===== src/rtl/spi_master_ctrl.sv =====
// Byte-wide SPI master behind the SPI_COMMAND/SPI_CSR window.
// Owns SPI_CSR bit 0 (BUSY) and returns the received byte.
// IDLE  | sck follows CPOL, waiting for trigger
// SETUP | first half period before edge 1 (edge 1 issued on its last cycle)
// SHIFT | edges 2..16, one per half period
// HOLD  | last half period with sck back at CPOL
// DONE  | one cycle: response valid, done pulse
module spi_master_ctrl #(
  parameter int CLK_DIV   = 2,
  parameter int DIV_SEL_W = 2
) (
  input  logic       clk,
  input  logic       rst_n,
  input  logic [7:1] spi_csr_in,
  output logic       spi_busy,
  input  logic       spi_trigger,
  input  logic [7:0] spi_command,
  output logic [7:0] spi_response,
  output logic       spi_done,
  output logic       sck,
  output logic       mosi,
  input  logic       miso,
  output logic       cs_n
);

  localparam int H_MAX = CLK_DIV << ((1 << DIV_SEL_W) - 1);
  localparam int TW    = $clog2(H_MAX + 1);
  localparam logic [TW-1:0] CLK_DIV_W = TW'(CLK_DIV);
  localparam logic [TW-1:0] ONE_W     = TW'(1);

  typedef enum logic [2:0] {IDLE, SETUP, SHIFT, HOLD, DONE} state_t;

  state_t               state_q, state_d;
  logic [TW-1:0]        timer_q, half_q, half_sel;
  logic [4:0]           edge_q, edge_nxt;
  logic [7:0]           tx_q, rx_q, resp_q;
  logic                 cpha_q, sck_q, cs_q;
  logic                 start, tc, active, edge_go, tx_shift_en, rx_sample_en;
  logic [DIV_SEL_W-1:0] div_sel;
  logic                 unused_rsvd;

  assign unused_rsvd = ^spi_csr_in[7:6];
  assign div_sel     = spi_csr_in[4 +: DIV_SEL_W];
  assign half_sel    = CLK_DIV_W << div_sel;

  assign start    = (state_q == IDLE) && spi_trigger;
  assign tc       = (timer_q == '0);
  assign active   = (state_q == SETUP) || (state_q == SHIFT) || (state_q == HOLD);
  assign edge_go  = tc && ((state_q == SETUP) || (state_q == SHIFT));
  assign edge_nxt = edge_q + 5'd1;

  // CPHA=0 samples on odd edges and shifts on even; CPHA=1 the reverse,
  // with bit 7 already presented from the trigger so the first shift is edge 3.
  assign rx_sample_en = edge_go && (edge_nxt[0] != cpha_q);
  assign tx_shift_en  = edge_go && (cpha_q ? (edge_nxt[0] && edge_nxt >= 5'd3)
                                           : (!edge_nxt[0] && edge_nxt < 5'd16));

  always_comb begin
    state_d = state_q;
    case (state_q)
      IDLE:  if (start) state_d = SETUP;
      SETUP: if (tc) state_d = SHIFT;
      SHIFT: if (tc && edge_nxt == 5'd16) state_d = HOLD;
      HOLD:  if (tc) state_d = DONE;
      DONE:  state_d = IDLE;
      default: state_d = IDLE;
    endcase
  end

  always_ff @(posedge clk or negedge rst_n) begin
    if (!rst_n) state_q <= IDLE;
    else        state_q <= state_d;
  end

  always_ff @(posedge clk or negedge rst_n) begin
    if (!rst_n) begin
      timer_q <= '0;
      half_q  <= CLK_DIV_W;
      edge_q  <= '0;
      cpha_q  <= 1'b0;
    end else if (start) begin
      timer_q <= half_sel - ONE_W;
      half_q  <= half_sel;
      edge_q  <= '0;
      cpha_q  <= spi_csr_in[3];
    end else if (active) begin
      timer_q <= tc ? (half_q - ONE_W) : (timer_q - ONE_W);
      if (edge_go) edge_q <= edge_nxt;
    end
  end

  // CPOL is captured through sck itself: it tracks spi_csr_in[1] in IDLE,
  // including the trigger cycle, and only toggles afterwards.
  always_ff @(posedge clk or negedge rst_n) begin
    if (!rst_n)                sck_q <= 1'b0;
    else if (state_q == IDLE)  sck_q <= spi_csr_in[1];
    else if (edge_go)          sck_q <= ~sck_q;
  end

  always_ff @(posedge clk or negedge rst_n) begin
    if (!rst_n) begin
      tx_q   <= '0;
      rx_q   <= '0;
      resp_q <= '0;
    end else begin
      if (start)             tx_q <= spi_command;
      else if (tx_shift_en)  tx_q <= {tx_q[6:0], 1'b0};
      if (rx_sample_en)      rx_q <= {rx_q[6:0], miso};
      if (state_d == DONE)   resp_q <= rx_q;
    end
  end

  always_ff @(posedge clk or negedge rst_n) begin
    if (!rst_n) cs_q <= 1'b1;
    else        cs_q <= spi_csr_in[2];
  end

  assign spi_busy     = active;
  assign spi_done     = (state_q == DONE);
  assign spi_response = resp_q;
  assign sck          = sck_q;
  assign mosi         = active ? tx_q[7] : 1'b0;
  assign cs_n         = cs_q;

endmodule


===== config.mk =====
export PLATFORM = sky130hd
export DESIGN_NAME = spi_master_ctrl
export DESIGN_NICKNAME = d
export VERILOG_FILES = /design/src/rtl/spi_master_ctrl.sv
export SDC_FILE = /design/constraint.sdc
export NUM_CORES = 1
export LEC_CHECK = 0
export ABC_AREA = 0
export CAP_MARGIN = 25
export CORE_UTILIZATION = 45
export CTS_BUF_LIST = sky130_fd_sc_hd__clkbuf_8
export CTS_CLUSTER_SIZE = 24
export DETAILED_ROUTE_END_ITERATION = 8
export PLACE_DENSITY = 0.68
export REMOVE_ABC_BUFFERS = 1
export SLEW_MARGIN = 25
export SYNTH_ARGS = -nofsm -noshare
export SYNTH_HDL_FRONTEND = slang
export SYNTH_SLANG_ARGS = --single-unit

===== constraint.sdc =====
create_clock -name clk -period 2.58 [get_ports clk]
set_input_delay 0.516 -clock clk [delete_from_list [all_inputs] [get_ports clk]]
set_output_delay 0.516 -clock clk [all_outputs]
set_load 0.005 [all_outputs]

==> results_dict.tcl <==
set metrics [dict create \
    synth_cell_types 45 \
    setup_viol 0 \
    seq_area_frac_synth_pct 49.75 \
    tns_ns 0 \
    routedWlPerCell_um 12.98 \
    worstSkewPairLatency_ns 0.30 \
    register_area_um2 1104 \
    hold_buffers 0 \
    async_flop_share_pct 100.0 \
    rsz0062_at_grt "false" \
    syn2layout_area_growth_pct 21.71 \
    grt_max_degree 21 \
    drt-vias-per-instance 5.035 \
    maxCapViolCount 0 \
    core_area_um2 4723 \
    grt_pass1_vias 1396 \
    drive_above_1_share_pct 22.67 \
    netlist_instances 209 \
    min-delay-path-class "in2async" \
    worstPathMaxFanout 11 \
    dp.cells 306 \
    start_kind "flop" \
    crit_path_end_kind "output pin" \
    multiInputGateArea_um2 1044 \
    worst_slew_pin_slew_ns 0.4303 \
    root_buffer "clkbuf_8" \
    min_period_ns 2.436 \
    ys.flop_type "dfrtp_1" \
    reg2reg_from "state_q[0]" \
    rows 25 \
    fmax_ghz 0.4105 \
    synth_area_leaders "dfrtp_1, mux2_2, nand2_1" \
    firstDrtPassIters 4 \
    synth_common_cells "nand2_1, dfrtp_1, mux2_2" \
    post-route-drc-count 0 \
    ys_ff_latch 44 \
    r2r.worst_path.cells 7 \
    routed_wl_um 4077 \
    port_buffers 29 \
    crit_required_ns 2.06 \
    track_usage_pct 17.43 \
    cts_buffers 5 \
    r2r_slack_ns 0.33 \
    total_power_mw 2.527 \
    cts_resized 0 \
    h-tree-depth 2 \
    grt_overflow_total 0 \
    cts.sinks 44 \
    slew_violations 0 \
    cts_tree "yes" \
    n_fill_cell 409 \
    vdd_ir_drop_max_mv 0.3544 \
    status "finished, final reports clean" \
    die_w_um 72.21 \
    cts_max_path_buffers 2 \
    io_pins 32 \
    cts_setup_buffers 0 \
    final_cells 314 \
    die-height_um 72.21 \
    cp.arrival_ns 1.92 \
    finalClockSkew_ns 0.008629 \
    fin_nets 269 \
    synth-edff-count 0 \
    via_count 1581 \
    leakage_nw 1.213 \
    synth_area_leader_cell "dfrtp_1" \
    cellPowerDensity_nw_per_um2 935.8 \
    criticalPathCategory "reg2out" \
    die_area_um2 5214 \
    clkTransAtPathRegs_ns 0.09 \
    hold_viol 0 \
    drt_iter0_markers 110 \
    routabilityCongestion 0.7824 \
    period_share_pct 94.42 \
    syn_area_um2 2218 \
    avgSynthCellArea_um2 10.61 \
    start_util_pct 46.97 \
    final_util_pct 57.17 \
    yosysTopAreaCellShare_pct 47.38 \
    grt_antenna_before_repair 0 \
    drtAntennaViolNets 0 \
    worstReg2RegEnd "timer_q[4]" \
    grt_pass1_wl_um 6782 \
    relSlewSlack_pct 71.10 \
    antennaDiodeCount 0 \
    yosysMostFrequentCell "nand2_1" \
    dp_hpwl_um 2945 \
    ys_warn_count 0 \
]
[worst max-delay path by stage]
stage	start	end	slack, ns	cells after the start
after floorplan	state_q[1]	timer_q[2]	0.25	7
after global placement	spi_trigger	timer_q[4]	0.03	8
after detailed placement	spi_trigger	timer_q[4]	0.006	8
after CTS	state_q[0]	mosi	0.12	4
after global routing	state_q[0]	mosi	0.02	4
final	state_q[0]	mosi	0.14	4
[state kept, by name, summed over array words and instances (netlist names)]
signal	flops
cpha_q	1
rx_q	8
timer_q	5
sck	1
tx_q	8
edge_q	5
cs_n	1
state_q	3
half_q	4
spi_response	8
[cells by family (layout without fill, tap and decap cells)]
| group | Yosys count | after routing | synth area share [%] |
|---|---|---|---|
| fa+ha+maj | 4 | 4 | 2.256 |
| mux | 23 | 23 | 11.68 |
| buf+inv | 14 | 52 | 3.215 |
| compound gates | 36 | 36 | 11.51 |
| flops | 44 | 44 | 49.75 |
| xor+xnor | 5 | 5 | 1.974 |
| simple gates | 83 | 83 | 19.63 |
[power breakdown]
group / switching, mW / internal (mW) / leakage [nW] / total [mW]
Combinational: 0.461 / 0.486 / 0.601 / 0.947
Clock: 0.241 / 0.217 / 0.0434 / 0.458
Sequential: 0.205 / 0.917 / 0.568 / 1.12
Total: 0.908 / 1.62 / 1.21 / 2.53
[metal layers]
layer / share of wire (%) / wire length [µm] / global-route usage (%) / up-vias
li1: - / - / - / 800
met1: 50 / 2023 / 25.05 / 755
met2: 46 / 1870 / 25.34 / 19
met3: 2.6 / 105 / 4.167 / 7
met4: 1.9 / 77 / 7.190 / 0
met5: 0 / 0 / 0 / -
[worst max-delay path: stages, from the launching register on]
cell and delay (ns):
dfrtp_1 0.61, nor2_1 0.13, nor2_1 0.22, and2_1 0.16, clkdlybuf4s50_1 0.49
[per-stage QoR]
step | instance area (µm²) | hold slack [ns] | worst slack [ns]
after floorplan | 2173 | 0.2204 | 0.2545
after global placement | 2603 | 0.4458 | 0.03367
after detailed placement | 2603 | 0.4518 | 0.006046
after CTS | 2700 | 0.1225 | 0.1176
after global routing | 2700 | 0.1348 | 0.01597
final | 2700 | 0.1140 | 0.1439
[layout by cell type (no fill, tap or decap), types with 2 or more instances in the layout]
cell type         n
nand2_1          43
dfrtp_1          42
clkdlybuf4s50_1  28
mux2_2           23
nor2_1           12
o21ai_0          12
buf_4             8
inv_1             7
clkbuf_8          6
xor2_1            5
nand3_1           4
a21oi_1           4
ha_1              4
a31oi_1           3
nand3b_1          3
a211oi_1          3
and2_1            2
nor3_1            2
a41o_1            2
or2_2             2
nor2b_1           2
nor2_2            2
o21a_1            2
clkinvlp_4        2
dfstp_2           2
[area by class of cell]
class                           count  area share (%)
Tap cell                           67           3.105
Clock inverter                      2          0.5561
Inverter                            7          0.9731
Multi-Input combinational cell    151           38.65
Clock buffer                        6           3.058
Timing Repair Buffer               37           12.79
Sequential cell                    44           40.87
Note: power is estimated with default switching activity, not from simulation.
